==> config.mk <==
export PLATFORM = sky130hd
export DESIGN_NAME = tristate_bus_reader_flat
export DESIGN_NICKNAME = d
export VERILOG_FILES = /design/src/rtl/tristate_bus_reader_pkg.sv /design/src/rtl/tristate_bus_reader_if.sv /design/src/rtl/tristate_bus_reader_rr_arbiter.sv /design/src/rtl/tristate_bus_reader.sv /design/src/flat_wrapper.sv
export SDC_FILE = /design/constraint.sdc
export NUM_CORES = 1
export LEC_CHECK = 0
export ABC_AREA = 1
export ABC_CLOCK_PERIOD_IN_PS = 3300
export CORE_MARGIN = 2
export CORE_UTILIZATION = 50
export DETAILED_ROUTE_END_ITERATION = 16
export DONT_BUFFER_PORTS = 1
export GPL_ROUTABILITY_DRIVEN = 1
export GPL_TIMING_DRIVEN = 0
export SETUP_SLACK_MARGIN = 0.2
export SKIP_CTS_REPAIR_TIMING = 1
export SYNTH_ARGS = -nofsm -noshare
export SYNTH_HDL_FRONTEND = slang
export SYNTH_HIERARCHICAL = 1
export SYNTH_SLANG_ARGS = --single-unit
==> constraint.sdc <==
create_clock -name clk -period 3.3 [get_ports clk]
set_input_delay 0.66 -clock clk [delete_from_list [all_inputs] [get_ports clk]]
set_output_delay 0.66 -clock clk [all_outputs]
set_load 0.005 [all_outputs]
==> src/rtl/tristate_bus_reader_pkg.sv <==
// Shared definitions for the tristate bus reader: FSM encoding, default sizes
// and small vector helpers used by the controller.
package tristate_bus_reader_pkg;

  localparam int DEF_N_BITS = 32;
  localparam int DEF_N_SRC  = 4;

  // Helpers are sized for the largest legal driver count; callers cast.
  localparam int MAX_SRC   = 16;
  localparam int MAX_SRC_W = 4;

  typedef logic [MAX_SRC-1:0]   src_vec_t;
  typedef logic [MAX_SRC_W-1:0] src_idx_t;

  typedef enum logic [1:0] {
    ST_IDLE  = 2'd0,
    ST_GRANT = 2'd1,
    ST_WAIT  = 2'd2,
    ST_HOLD  = 2'd3
  } state_t;

  function automatic src_vec_t onehot(input src_idx_t idx);
    src_vec_t v;
    v      = '0;
    v[idx] = 1'b1;
    return v;
  endfunction

  // Clearing the lowest set bit leaves something only if two or more were set.
  function automatic logic popcount_gt1(input src_vec_t vec);
    return |(vec & (vec - 1'b1));
  endfunction

endpackage

==> src/rtl/tristate_bus_reader_if.sv <==
// Bus-side and downstream-side signal bundle of the tristate bus reader.
interface tristate_bus_reader_if
  import tristate_bus_reader_pkg::*;
#(
  parameter int N_BITS = DEF_N_BITS,
  parameter int N_SRC  = DEF_N_SRC
);

  localparam int SRC_W = $clog2(N_SRC);

  logic [N_SRC-1:0]  req;
  logic [N_SRC-1:0]  grant;
  logic [N_SRC-1:0]  bus_ctl;
  logic [N_BITS-1:0] bus_data;
  logic [N_BITS-1:0] out_data;
  logic [SRC_W-1:0]  out_src;
  logic              out_valid;
  logic              out_ready;

  // The reader side.
  modport master (
    input  req, bus_ctl, bus_data, out_ready,
    output grant, out_data, out_src, out_valid
  );

  // Drivers plus downstream consumer.
  modport slave (
    output req, bus_ctl, bus_data, out_ready,
    input  grant, out_data, out_src, out_valid
  );

endinterface

==> src/rtl/tristate_bus_reader_rr_arbiter.sv <==
// Combinational round-robin pick: first request at or after ptr, wrapping.
module rr_arbiter #(
  parameter int N_SRC = 4,
  parameter int SRC_W = $clog2(N_SRC)
) (
  input  logic [N_SRC-1:0] req,
  input  logic [SRC_W-1:0] ptr,
  output logic [SRC_W-1:0] sel,
  output logic             found
);

  logic             hi_found;
  logic [SRC_W-1:0] hi_sel;
  logic [SRC_W-1:0] lo_sel;

  // NOTE: every output of a combinational block gets a default first, so no
  // path through it can leave a value unassigned and infer a latch.
  always_comb begin
    hi_found = 1'b0;
    hi_sel   = '0;
    lo_sel   = '0;
    found    = 1'b0;
    // Descending scan: the last hit wins, i.e. the lowest index overall
    // and the lowest index at or above the pointer.
    for (int j = N_SRC - 1; j >= 0; j--) begin
      if (req[j]) begin
        found  = 1'b1;
        lo_sel = SRC_W'(j);
        if (j >= int'(ptr)) begin
          hi_found = 1'b1;
          hi_sel   = SRC_W'(j);
        end
      end
    end
    sel = hi_found ? hi_sel : lo_sel;
  end

endmodule

==> src/rtl/tristate_bus_reader.sv <==
// Receive-side controller: arbitrates driver requests, grants one driver,
// waits for its echo, captures the bus word and offers it downstream.
module tristate_bus_reader
  import tristate_bus_reader_pkg::*;
#(
  parameter int N_BITS  = DEF_N_BITS,
  parameter int N_SRC   = DEF_N_SRC,
  parameter int TIMEOUT = 4
) (
  input  logic                  clk,
  input  logic                  reset,
  tristate_bus_reader_if.master bus,
  output logic                  err_timeout,
  output logic                  err_contention,
  output logic                  busy
);

  localparam int SRC_W = $clog2(N_SRC);
  localparam int CNT_W = $clog2(TIMEOUT + 1);

  state_t            state;
  logic [N_SRC-1:0]  grant_q;
  logic [N_BITS-1:0] data_q;
  logic [SRC_W-1:0]  src_q;
  logic              valid_q;
  logic [SRC_W-1:0]  ptr;
  logic [CNT_W-1:0]  wait_cnt;

  logic [SRC_W-1:0]  arb_sel;
  logic              arb_found;
  logic [SRC_W-1:0]  next_ptr;
  logic [N_SRC-1:0]  sel_grant;
  logic [CNT_W-1:0]  cnt_inc;
  logic              contention;

  rr_arbiter #(
    .N_SRC (N_SRC),
    .SRC_W (SRC_W)
  ) u_arb (
    .req   (bus.req),
    .ptr   (ptr),
    .sel   (arb_sel),
    .found (arb_found)
  );

  assign next_ptr   = (arb_sel == SRC_W'(N_SRC - 1)) ? '0 : arb_sel + 1'b1;
  assign sel_grant  = N_SRC'(onehot(src_idx_t'(arb_sel)));
  assign cnt_inc    = wait_cnt + 1'b1;
  assign contention = popcount_gt1(src_vec_t'(bus.bus_ctl));

  // NOTE: sequential state uses non-blocking assignments only, so every
  // register samples pre-edge values regardless of statement order.
  always_ff @(posedge clk or negedge reset) begin
    if (!reset) begin
      state          <= ST_IDLE;
      grant_q        <= '0;
      data_q         <= '0;
      src_q          <= '0;
      valid_q        <= 1'b0;
      ptr            <= '0;
      wait_cnt       <= '0;
      err_timeout    <= 1'b0;
      err_contention <= 1'b0;
      busy           <= 1'b0;
    end else begin
      err_timeout <= 1'b0;
      if (contention) begin
        err_contention <= 1'b1;
      end

      case (state)
        ST_IDLE: begin
          if (arb_found) begin
            grant_q <= sel_grant;
            src_q   <= arb_sel;
            ptr     <= next_ptr;
            busy    <= 1'b1;
            state   <= ST_GRANT;
          end
        end

        ST_GRANT: begin
          wait_cnt <= '0;
          state    <= ST_WAIT;
        end

        ST_WAIT: begin
          // A capture beats a timeout landing in the same cycle.
          if (bus.bus_ctl[src_q]) begin
            data_q  <= bus.bus_data;
            grant_q <= '0;
            valid_q <= 1'b1;
            state   <= ST_HOLD;
          end else begin
            wait_cnt <= cnt_inc;
            if (cnt_inc == CNT_W'(TIMEOUT)) begin
              grant_q     <= '0;
              err_timeout <= 1'b1;
              busy        <= 1'b0;
              state       <= ST_IDLE;
            end
          end
        end

        ST_HOLD: begin
          if (valid_q && bus.out_ready) begin
            valid_q <= 1'b0;
            busy    <= 1'b0;
            state   <= ST_IDLE;
          end
        end

        default: begin
          grant_q <= '0;
          valid_q <= 1'b0;
          busy    <= 1'b0;
          state   <= ST_IDLE;
        end
      endcase
    end
  end

  assign bus.grant     = grant_q;
  assign bus.out_data  = data_q;
  assign bus.out_src   = src_q;
  assign bus.out_valid = valid_q;

endmodule

==> src/flat_wrapper.sv <==
// flat-port wrapper written by rule: the top's interface ports become plain ports
module tristate_bus_reader_flat import tristate_bus_reader_pkg::*;
#(
  parameter int N_BITS  = DEF_N_BITS,
  parameter int N_SRC   = DEF_N_SRC,
  parameter int TIMEOUT = 4
)
  (clk, reset, err_timeout, err_contention, busy, bus_req, bus_bus_ctl, bus_bus_data, bus_out_ready, bus_grant, bus_out_data, bus_out_src, bus_out_valid);
  tristate_bus_reader_if #(.N_BITS(N_BITS), .N_SRC(N_SRC)) bus_i ();
  input  logic clk;
  input  logic reset;
  output logic err_timeout;
  output logic err_contention;
  output logic busy;
  input wire logic [$bits(bus_i.req)-1:0] bus_req;
  input wire logic [$bits(bus_i.bus_ctl)-1:0] bus_bus_ctl;
  input wire logic [$bits(bus_i.bus_data)-1:0] bus_bus_data;
  input wire logic [$bits(bus_i.out_ready)-1:0] bus_out_ready;
  output wire logic [$bits(bus_i.grant)-1:0] bus_grant;
  output wire logic [$bits(bus_i.out_data)-1:0] bus_out_data;
  output wire logic [$bits(bus_i.out_src)-1:0] bus_out_src;
  output wire logic [$bits(bus_i.out_valid)-1:0] bus_out_valid;
  assign bus_i.req = bus_req;
  assign bus_i.bus_ctl = bus_bus_ctl;
  assign bus_i.bus_data = bus_bus_data;
  assign bus_i.out_ready = bus_out_ready;
  assign bus_grant = bus_i.grant;
  assign bus_out_data = bus_i.out_data;
  assign bus_out_src = bus_i.out_src;
  assign bus_out_valid = bus_i.out_valid;
  tristate_bus_reader #(.N_BITS(N_BITS), .N_SRC(N_SRC), .TIMEOUT(TIMEOUT)) u_core (.clk(clk), .reset(reset), .bus(bus_i), .err_timeout(err_timeout), .err_contention(err_contention), .busy(busy));
endmodule
=== Word level (Yosys, flattened, before mapping) ===
Cells that the tools add are included.

* Register bits after elaboration: 49
* Latch bits: 0
* RAM bits: 0
* ROM bits: 0
* Input bits: 43
* Output and inout port bits: 42
* Logic and storage cells: 93
* Memories kept: 0

* Add/sub/neg operators: 3
* Multipliers: 0
* Divide/modulo/power cells: 0
* $lt $le $gt $ge: 6
* Eq/ne operators: 11
* Shift operators: 0
* Mux-type cells: 47
* Bitwise operators: 1
* Reductions and logical operators: 15

{| class="wikitable"
|+ Operators by type and width
! kind !! count
|-
| 2-to-1 mux 2 bit || 16
|-
| 2-to-1 mux 1 bit || 20
|-
| AND 4 x 16 -> 16 bit || 1
|-
| OR reduction 16 bit || 1
|-
| 2-to-1 mux 4 bit || 3
|-
| AND reduction 3 bit || 3
|-
| inequality test 2 x 1 -> 1 bit, second input constant || 4
|-
| case mux 2 bit (4 select lines) || 1
|-
| case mux 4 bit (2 select lines) || 1
|-
| == test 2 bit, second input constant || 3
|-
| case mux 3 bit (2 select lines) || 1
|-
| AND reduction 2 bit || 3
|-
| nonzero test 2 bit || 3
|-
| < comparator 2 x 5 -> 1 bit, second input constant || 1
|-
| AND reduction 5 bit || 1
|-
| subtractor 4 x 1 -> 5 bit, second input constant || 1
|-
| >= comparator 1 x 2 -> 1 bit, first input constant || 2
|-
| adder 3 x 1 -> 3 bit, second input constant || 1
|-
| == test 3 bit, second input constant || 1
|-
| < comparator 2 x 3 -> 1 bit, second input constant || 1
|-
| 2-to-1 mux 3 bit || 1
|-
| inequality test 3 x 1 -> 1 bit, second input constant || 1
|-
| case mux 1 bit (3 select lines) || 1
|-
| nonzero test 3 bit || 1
|-
| other kinds (10) || 11
|}

=== Longest topological paths before layout ===
Gate-level depths: netlist (run 1).

* Depth in word-level cells: 14
* Mapped depth: 12
* Depth with buffers taken out: 12

=== Modules after synthesis ===
Netlist (run 1), hierarchy kept.

{| class="wikitable"
|+ Modules (own cells, without submodules)
! module !! instances !! cells each !! area each (sq um) !! sequential area each (sq um)
|-
| tristate_bus_reader || 1 || 262 || 2234.6 || 1226.2
|-
| rr_arbiter || 1 || 20 || 81.3 || 0.0
|}

=== Least setup slack after synthesis (run 1) ===
No wires, ideal clock.

* Path kind: input-to-reg
* Start: in bus_req[0]
* End: reg u_core.ptr[1]
* Setup time: 0.125 ns
* Data arrival time: 1.684 ns
* Data required time: 3.175 ns
* Path slack: 1.492 ns
* Stages on the path: 8
* Path buffers: 0
* Cells stage by stage: inv_1 -> nand2_1 -> nand2_1 -> nand2_1 -> a21oi_1 -> inv_1 -> ha_1 -> mux2_2

* Cells in the longest elaborated chain, start to end: 4
* Elaborated cells between the ends (all ways): 9
* Those cells by class: 1 x add/sub; 1 x eq/ne; 6 x mux; 1 x reduce/logical

{| class="wikitable"
|+ RTL lines
! element !! RTL line !! text
|-
| start, declared || flat_wrapper.sv:15 || <nowiki>input wire logic [$bits(bus_i.req)-1:0] bus_req;</nowiki>
|-
| 2-to-1 mux 2 bit or 2-to-1 mux 1 bit (tied branches) || tristate_bus_reader_rr_arbiter.sv:26 || <nowiki>if (req[j]) begin</nowiki>
|-
| 2-to-1 mux 2 bit * || tristate_bus_reader_rr_arbiter.sv:35 || <nowiki>sel = hi_found ? hi_sel : lo_sel;</nowiki>
|-
| via u_core.arb_sel[0] || tristate_bus_reader.sv:29 || <nowiki>logic [SRC_W-1:0] arb_sel;</nowiki>
|-
| adder 2 x 1 -> 2 bit or == test 2 bit (tied branches) || tristate_bus_reader.sv:46 || <nowiki>assign next_ptr = (arb_sel == SRC_W'(N_SRC - 1)) ? '0 : arb_sel + 1'b1;</nowiki>
|-
| 2-to-1 mux 2 bit * || tristate_bus_reader.sv:46 ||
|-
| via u_core.next_ptr[1] || tristate_bus_reader.sv:31 || <nowiki>logic [SRC_W-1:0] next_ptr;</nowiki>
|-
| end signal, assigned || tristate_bus_reader.sv:76 || <nowiki>ptr <= next_ptr;</nowiki>
|-
| end, declared || tristate_bus_reader.sv:26 || <nowiki>logic [SRC_W-1:0] ptr;</nowiki>
|}

Mark *: on every way through the listed nets, which the timed path passes. The rest lies on a longest branch.
A chain may end at the register's enable or synchronous reset.

=== Worst setup path in the final report (run 1) ===
* Start: reg u_core.ptr[1]
* End: reg u_core.ptr[1]

* Cells in the longest elaborated chain, start to end: 10
* Elaborated cells between the ends (all ways): 19
* Those cells by class: 1 x add/sub; 3 x order compare; 1 x eq/ne; 14 x mux

{| class="wikitable"
|+ RTL lines
! element !! RTL line !! text
|-
| >= comparator 2 bit || tristate_bus_reader_rr_arbiter.sv:29 || <nowiki>if (j >= int'(ptr)) begin</nowiki>
|-
| 2-to-1 mux 2 bit or 2-to-1 mux 1 bit (tied branches) || tristate_bus_reader_rr_arbiter.sv:29 ||
|-
| 2-to-1 mux 2 bit or 2-to-1 mux 1 bit (tied branches) || tristate_bus_reader_rr_arbiter.sv:26 ||
|-
| 2-to-1 mux 2 bit or 2-to-1 mux 1 bit (tied branches) || tristate_bus_reader_rr_arbiter.sv:29 ||
|-
| 2-to-1 mux 2 bit or 2-to-1 mux 1 bit (tied branches) || tristate_bus_reader_rr_arbiter.sv:26 ||
|-
| 2-to-1 mux 2 bit or 2-to-1 mux 1 bit (tied branches) || tristate_bus_reader_rr_arbiter.sv:29 ||
|-
| 2-to-1 mux 2 bit or 2-to-1 mux 1 bit (tied branches) || tristate_bus_reader_rr_arbiter.sv:26 ||
|-
| 2-to-1 mux 2 bit * || tristate_bus_reader_rr_arbiter.sv:35 ||
|-
| via u_core.arb_sel[0] || tristate_bus_reader.sv:29 ||
|-
| adder 2 x 1 -> 2 bit or == test 2 bit (tied branches) || tristate_bus_reader.sv:46 ||
|-
| 2-to-1 mux 2 bit * || tristate_bus_reader.sv:46 ||
|-
| via u_core.next_ptr[1] || tristate_bus_reader.sv:31 ||
|}

Marked as above.

==> flow_summary.json, run 1 <==
{
  "status": "finished clean",
  "track_usage_pct": 17.18,
  "fin_crit_ns": 1.676,
  "crit_fanout": 4,
  "rows": 24,
  "gp_congestion": 0.7771,
  "worstHoldPathType": "in2async",
  "yosys-top-cells-count": "nand2_1 (157), dfrtp_1 (49), inv_1 (17), ha_1 (11), nor2_1 (8)",
  "crit_path_cell_trace": "nand2_1 > nand2_1 > nand2_1 > a21oi_1 > inv_1 > ha_1 > mux2_2",
  "crit_path_top_delay_cell": "dfrtp_1",
  "rsz0062_at_grt": "no",
  "yosysSeqAreaShare_pct": 52.94,
  "critPathMaxStageDelay_ns": 0.38,
  "postSynth.asyncResetShare_pct": 100.0,
  "drt_first_iter_violations": 109,
  "die_h_um": 72.06,
  "netlist-cell-type-count": 22,
  "crit_path_start_kind": "flip-flop",
  "drive_gt1_share_pct": 7.241,
  "yosysTopAreaCell": "dfrtp_1",
  "max_freq_ghz": 0.5966,
  "diodes": 0,
  "die_area_um2": 5193,
  "cp_top_family": "flip-flops",
  "synth_edf_count": 0,
  "setup_viol": 0,
  "dp_hpwl_um": 3148,
  "worst_pin_slew_ns": 0.3392,
  "syn-instance-count": 282,
  "p_leak_nw": 1.397,
  "yosysWarningCount": 6,
  "synth_top_area_share_pct": 52.94,
  "core_um2": 4414,
  "ctsLongestPathBuffers": 2,
  "slew_violations": 0,
  "max-vdd-ir-drop_uv": 409.8,
  "netlist_top_cells_area": "dfrtp_1 (53%), nand2_1 (25%), ha_1 (5.9%)",
  "start_util_pct": 52.47,
  "drc": 0,
  "grt_pass1_wl_um": 6989,
  "period_share_pct": 50.79,
  "io_buffers": 0,
  "required_ns": 3.48,
  "cp_common_cell": "nand2_1",
  "detail-route-antenna-nets": 0,
  "grt_max_degree": 50,
  "placed_cell_area_um2": 2381,
  "syn_avg_cell_area_um2": 8.213,
  "path_clk_slew_ns": 0.09,
  "routed-via-count": 1662,
  "grt_antenna_before_repair": 0,
  "maxCapViolations": 0,
  "dr.pass1.iters": 4,
  "crit_arrival_ns": 1.86,
  "skew_ns": 0.008762,
  "insertion_delay_ns": 0.30,
  "htreeDepth": 2,
  "overflow": 0,
  "tns_ns": 0,
  "power_w": 0.002266,
  "vias_per_cell": 4.860,
  "yosysMostFrequentCell": "nand2_1",
  "cts_tree": "yes",
  "cp_num_buf_inv": 1,
  "ys_ff_latch": 49,
  "slew_headroom_pct": 77.39,
  "endpoint_kind": "flip-flop",
  "synth_fp_nets": 336,
  "final_util_pct": 56.46,
  "critPathKind": "reg2reg",
  "syn_area_um2": 2316,
  "hold_violations": 0,
  "grt_pass1_vias": 1598,
  "pin_count": 85,
  "design_area_um2": 2492,
  "die_x_um": 72.06,
  "areaGrowthSynthToFinish_pct": 7.617,
  "cts_sinks": 49,
  "power_density_nw_per_um2": 909.0,
  "wl_um": 4245,
  "nets": 343,
  "wire_per_inst_um": 12.41,
  "cts_made_buffers": 5,
  "cts_root_buf": "clkbuf_8",
  "ys.flop_type": "dfrtp_1"
}
per-layer routing:
metal	GRT usage [%]	vias up	share of wire, %
met2	26.10	59	43
met4	4.403	0	0.35
met3	8.611	2	11
met5	0	-	0
met1	21.94	722	46
li1	-	879	-
worst paths after layout:
check                                        start  depth (start not counted)                 endpoint  slack, ns
min                                          reset                          0  u_core/bus.out_data[26]       0.05
max in group asynchronous                    reset                          0          u_core/state[1]       3.17
max                                  u_core/ptr[1]                          7            u_core/ptr[1]       1.62
max reg2reg                          u_core/ptr[1]                          7            u_core/ptr[1]       1.62
min reg2reg                u_core/bus.out_data[14]                          2  u_core/bus.out_data[14]       0.51
min in group clk                  bus_bus_data[22]                          2  u_core/bus.out_data[22]       0.47
sequential cells by signal (all words and copies together), names as in the netlist:
register / flops
u_core/wait_cnt: 3
u_core/err_timeout: 1
u_core/bus.out_valid: 1
u_core/bus.out_src: 2
u_core/state: 2
u_core/bus.grant: 4
u_core/busy: 1
u_core/bus.out_data: 32
u_core/err_contention: 1
u_core/ptr: 2
worst reg2reg max path: stages (launching register included):
cell     delay [ns]
dfrtp_1        0.38
nand2_1        0.09
nand2_1        0.06
nand2_1        0.05
a21oi_1        0.29
inv_1          0.13
ha_1           0.31
mux2_2         0.26
kinds of logic after synthesis:
family / Yosys count / synth area share, %
buffers and inverters: 27 / 5.997
muxes: 1 / 0.4862
DFF: 49 / 52.94
and+or+nand+nor: 181 / 31.50
adders and majority gates: 11 / 5.943
AOI/OAI and AO/OA: 13 / 3.133
final cells by class:
type                    instances  area, um2
well taps                      52      65.06
fillers                       428       1922
multi-input cells             206      950.9
inverters                      20      77.57
clock buffers                   6      72.57
flip-flops and latches         49       1226
plain buffers                   7      61.31
clock inverters                 2      38.79
cell usage in the layout, fill, tap and decap left out, types with 2 or more instances in the layout:
master | netlist | final
ha_1 | 11 | 11
nand3_2 | 2 | 2
dfrtp_1 | 49 | 49
buf_6 | 3 | 3
a21oi_1 | 3 | 3
inv_1 | 17 | 17
clkbuf_8 | 0 | 5
nand2_1 | 157 | 157
o31ai_1 | 2 | 2
buf_4 | 3 | 3
nand4_1 | 5 | 5
inv_2 | 2 | 2
nor2_1 | 8 | 8
o21ai_0 | 6 | 6
nand3_1 | 6 | 6
per-stage QoR:
step	hold slack [ns]	instances	setup slack, ns
final	0.04887	342	1.624
after global routing	0.02140	342	1.459
after CTS	0.03365	342	1.621
after detailed placement	0.3657	334	1.369
after global placement	0.3655	334	1.364
after floorplan	0.3644	282	1.492
report_power, final:
part	internal (W)	leakage, nW	switching (W)
Sequential	0.000854	0.616	0.000210
Clock	0.000228	0.0554	0.000192
Combinational	0.000306	0.726	0.000476
Total	0.00139	1.40	0.000878
Note: power is estimated with default switching activity, not from simulation.
==> run 2: changes to the inputs <==
--- a/config.mk
+++ b/config.mk
@@ -6,7 +6,7 @@
 export NUM_CORES = 1
 export LEC_CHECK = 0
 export ABC_AREA = 1
-export ABC_CLOCK_PERIOD_IN_PS = 3300
+export ABC_CLOCK_PERIOD_IN_PS = 1600
 export CORE_MARGIN = 2
 export CORE_UTILIZATION = 50
 export DETAILED_ROUTE_END_ITERATION = 16
==> constraint.sdc (replaced) <==
create_clock -name clk -period 1.6 [get_ports clk]
set_input_delay 0.32 -clock clk [delete_from_list [all_inputs] [get_ports clk]]
set_output_delay 0.32 -clock clk [all_outputs]
set_load 0.005 [all_outputs]
==> run 2 against run 1 <==
The run now ends with negative hold slack left; count of clock-buffer cells in the layout decreased by 1; cell area increased by 20%; clock power increased by 110%; critical path type unchanged.
==> flow_summary.json, run 2 (synthesis gave the netlist of run 1 again) <==
{
  "cts_sinks": 49,
  "wl_um": 5065,
  "grt_max_degree": 50,
  "p_leak_nw": 1.603,
  "areaGrowthSynthToFinish_pct": 29.55,
  "drc": 0,
  "fin_crit_ns": 1.447,
  "slew_headroom_pct": 84.66,
  "die_h_um": 72.06,
  "grt_pass1_vias": 1638,
  "worstHoldPathType": "in2async",
  "drive_gt1_share_pct": 34.74,
  "start_util_pct": 52.47,
  "grt_pass1_wl_um": 7514,
  "gp_congestion": 0.7628,
  "dr.pass1.iters": 4,
  "crit_fanout": 8,
  "dp_cells": 334,
  "nets": 361,
  "pin_count": 85,
  "period_share_pct": 90.43,
  "holdWs_ns": -0.3019,
  "crit_arrival_ns": 1.65,
  "status": "finished with violations",
  "setup_viol": 0,
  "track_usage_pct": 18.33,
  "htreeDepth": 2,
  "critPathKind": "reg2reg",
  "layout_common_cells": "nand2_1 (111), dfrtp_1 (45), nand2_2 (37)",
  "grt_antenna_before_repair": 0,
  "io_buffers": 0,
  "rows": 24,
  "fin_cells": 360,
  "diodes": 0,
  "vias_per_cell": 5.033,
  "routed-via-count": 1812,
  "endpoint_kind": "flip-flop",
  "detail-route-antenna-nets": 0,
  "skew_ns": 0.01113,
  "worst_pin_slew_ns": 0.2301,
  "wire_per_inst_um": 14.07,
  "insertion_delay_ns": 0.30,
  "dp_hpwl_um": 3299,
  "max_freq_ghz": 0.6911,
  "final_util_pct": 67.97,
  "hold_violations": 49,
  "die_x_um": 72.06,
  "cts_root_buf": "clkbuf_8",
  "fill_cells": 358,
  "rsz0062_at_grt": "yes",
  "maxCapViolations": 0,
  "ctsLongestPathBuffers": 2,
  "r2r_cells": 8,
  "core_um2": 4414,
  "design_area_um2": 3000,
  "largest_register_ffs": 32,
  "required_ns": 1.80,
  "tns_ns": 0,
  "crit_path_start_kind": "flip-flop",
  "power_density_nw_per_um2": 1867,
  "slew_violations": 0,
  "final_common_cell": "nand2_1",
  "placed_cell_area_um2": 2385,
  "cts_tree": "yes",
  "overflow": 0,
  "die_area_um2": 5193,
  "path_clk_slew_ns": 0.10,
  "cts_made_buffers": 5,
  "drt_first_iter_violations": 98,
  "violations": "negative hold slack",
  "max-vdd-ir-drop_uv": 1011
}
[run 2: power breakdown]
part	switching (W)	internal (W)
Sequential	0.000465	0.00177
Combinational	0.00134	0.00114
Clock	0.000420	0.000469
[run 2: path summary, 6_finish.rpt]
path                                          from                      end  slack (ns)
max in group asynchronous                    reset    u_core/bus.out_src[0]        1.81
min in group clk                  bus_bus_data[20]  u_core/bus.out_data[20]        0.11
setup / recovery                   u_core/state[0]  u_core/bus.out_data[30]        0.15
hold / removal                               reset  u_core/bus.out_data[13]       -0.30
hold reg to reg            u_core/bus.out_data[11]  u_core/bus.out_data[11]        0.51
setup reg to reg                   u_core/state[0]  u_core/bus.out_data[30]        0.15
[run 2: metal layers]
metal | vias up | part of all wire [%] | global-route usage, %
li1 | 922 | - | -
met1 | 825 | 43 | 23.49
met2 | 58 | 49 | 29.56
met3 | 7 | 7.0 | 4.861
met4 | 0 | 1.7 | 7.547
met5 | - | 0 | 0
[run 2: stage by stage]
| stage | total power (W) | setup WS (ns) | hold slack [ns] |
|---|---|---|---|
| final | 0.005602 | 0.1531 | -0.3019 |
| after floorplan | 0.003475 | 0.1710 | 0.02441 |
| after global routing | 0.006075 | 0.06641 | -0.3239 |
| after detailed placement | 0.003891 | 0.02156 | 0.02567 |
| after global placement | 0.003828 | 0.04001 | 0.02561 |
| after CTS | 0.004782 | -0.001043 | -0.3084 |
[run 2: cell type report]
type	instances	area, um2	share of cell area, %
Multi-Input combinational cell	207	1212	40.41
Clock buffer	5	68.82	2.294
Buffer	7	93.84	3.128
Clock inverter	3	43.79	1.460
Tap cell	52	65.06	2.168
Sequential cell	49	1231	41.03
Timing Repair Buffer	17	195.2	6.505
Inverter	20	90.09	3.002
[run 2: critical path, stage by stage, from the launching register on]
cell and delay [ns]:
dfrtp_2 0.42, inv_4 0.07, ha_4 0.16, buf_6 0.12, nand3_4 0.17, clkinv_8 0.13
clkbuf_16 0.18, nand2_2 0.04, nand2_1 0.05
==> run 3: changes to the inputs <==
--- a/config.mk
+++ b/config.mk
@@ -6,7 +6,7 @@
 export NUM_CORES = 1
 export LEC_CHECK = 0
 export ABC_AREA = 1
-export ABC_CLOCK_PERIOD_IN_PS = 1600
+export ABC_CLOCK_PERIOD_IN_PS = 1750
 export CORE_MARGIN = 2
 export CORE_UTILIZATION = 50
 export DETAILED_ROUTE_END_ITERATION = 16
==> constraint.sdc (replaced) <==
create_clock -name clk -period 1.75 [get_ports clk]
set_input_delay 0.35 -clock clk [delete_from_list [all_inputs] [get_ports clk]]
set_output_delay 0.35 -clock clk [all_outputs]
set_load 0.005 [all_outputs]
==> run 3 against run 2 <==
The run now ends clean; global-route usage down 1.2 points; non-clock buffer count down 9; clock power decreased by 12%; first-iteration DRC count grew 4.1%; core utilization shrank 8.4 points; maximum frequency shrank 0.46%; sequential cell count is the same; clock skew fell by 0.0048 ns; setup slack improved by 0.14 ns; count of clock-buffer cells in the layout rose by 1; die area unchanged; register-to-register slack improved by 0.14 ns; largest cell class unchanged; largest power group is now sequential cells.
==> flow_summary.json, run 3 (synthesis gave the netlist of run 1 again) <==
{
  "pre_cts_ws_ns": 0.08287,
  "routed-via-count": 1719,
  "slew_violations": 0,
  "max-vdd-ir-drop_uv": 809.6,
  "ctsLongestPathBuffers": 2,
  "crit_fanout": 3,
  "r2r_start": "u_core/ptr[0]",
  "setup_ws_ns": 0.2964,
  "crit_path_start_kind": "flip-flop",
  "overflow": 0,
  "nets": 351,
  "setup.worst_path.start": "u_core/ptr[0]",
  "path_clk_slew_ns": 0.09,
  "cts_tree": "yes",
  "grt_antenna_before_repair": 0,
  "critPathKind": "reg2reg",
  "power_w": 0.004496,
  "fill_cells": 425,
  "setup_viol": 0,
  "largest_register_ffs": 32,
  "final_common_cell": "nand2_1",
  "period_share_pct": 83.06,
  "core_um2": 4414,
  "vias_per_cell": 4.911,
  "hp-start": "bus_bus_data[22]",
  "grt_pass1_vias": 1598,
  "areaGrowthSynthToFinish_pct": 13.61,
  "skew_ns": 0.006370,
  "whs_path_depth": 2,
  "track_usage_pct": 17.18,
  "status": "finished clean",
  "wl_um": 4404,
  "worstHoldPathType": "in2reg",
  "cts_root_buf": "clkbuf_8",
  "insertion_delay_ns": 0.29,
  "wire_per_inst_um": 12.58,
  "power_density_nw_per_um2": 1709,
  "tns_ns": 0,
  "detail-route-antenna-nets": 0,
  "cts_made_buffers": 5,
  "rows": 24,
  "drc": 0,
  "hold_violations": 0,
  "start_util_pct": 52.47,
  "cts_sinks": 49,
  "gp_congestion": 0.7771,
  "layout_common_cells": "nand2_1 (152), dfrtp_1 (47), inv_1 (13)",
  "die_h_um": 72.06,
  "slew_headroom_pct": 84.07,
  "drive_gt1_share_pct": 14.43,
  "maxCapViolations": 0,
  "max_freq_ghz": 0.6879,
  "io_buffers": 0,
  "drt_first_iter_violations": 102,
  "r2r_slack_ns": 0.30,
  "dr.pass1.iters": 4,
  "r2r_cells": 7,
  "rsz0062_at_grt": "no",
  "grt_max_degree": 50,
  "die_area_um2": 5193,
  "htreeDepth": 2,
  "p_leak_nw": 1.441,
  "worst_pin_slew_ns": 0.2390,
  "grt_pass1_wl_um": 6989,
  "diodes": 0,
  "pin_count": 85,
  "dp_hpwl_um": 3148,
  "fin_crit_ns": 1.454,
  "design_area_um2": 2631,
  "placed_cell_area_um2": 2381,
  "die_x_um": 72.06,
  "endpoint_kind": "flip-flop",
  "crit_arrival_ns": 1.64,
  "holdWs_ns": 0.1603,
  "required_ns": 1.93
}
[run 3: cell count changes in the layout (fill, tap and decap cells not counted), sizes merged]
cell and delta:
buf -7, clkbuf -2, clkinv -1, dlygate4sd3 +1, nand3 -1
[run 3: final timing paths]
check	end
min in group asynchronous	u_core/bus.out_data[14]
hold reg to reg	u_core/bus.out_data[14]
setup reg to reg	u_core/ptr[1]
max in group asynchronous	u_core/state[1]
hold / removal	u_core/bus.out_data[22]
setup / recovery	u_core/ptr[1]
[run 3: power by group]
part / switching [W] / internal, W
registers: 0.000402 / 0.00161
clock network: 0.000357 / 0.000429
logic: 0.000988 / 0.000706
total: 0.00175 / 0.00275
[run 3: through the flow]
stage          util [%]  instances
2_1_floorplan         -        282
3_3_place_gp      53.94        334
3_5_place_dp      53.94        334
4_1_cts           56.46        342
5_1_grt           59.61        350
6_report          59.61        350
[run 3: area by class of cell]
type / count / area [um2] / area share, %
clock inverters: 2 / 38.79 / 1.474
plain buffers: 7 / 63.81 / 2.425
flip-flops and latches: 49 / 1229 / 46.70
inverters: 20 / 77.57 / 2.948
clock buffers: 6 / 72.57 / 2.758
repair buffers: 8 / 82.58 / 3.138
multi-input cells: 206 / 1002 / 38.09
well taps: 52 / 65.06 / 2.473
[run 3: critical path, cell delays in order (launching register included)]
cell and delay [ns]:
dfrtp_1 0.39, nand2_2 0.07, nand2_1 0.07, nand2_2 0.07
a21oi_4 0.18, inv_2 0.08, ha_4 0.23, mux2_2 0.25
[run 3: per-layer routing]
metal	routed length (um)	vias up	track usage, %
met1	1979	761	21.94
met5	0	-	0
met2	1954	62	26.10
met4	15	0	4.403
li1	-	894	-
met3	453	2	8.611
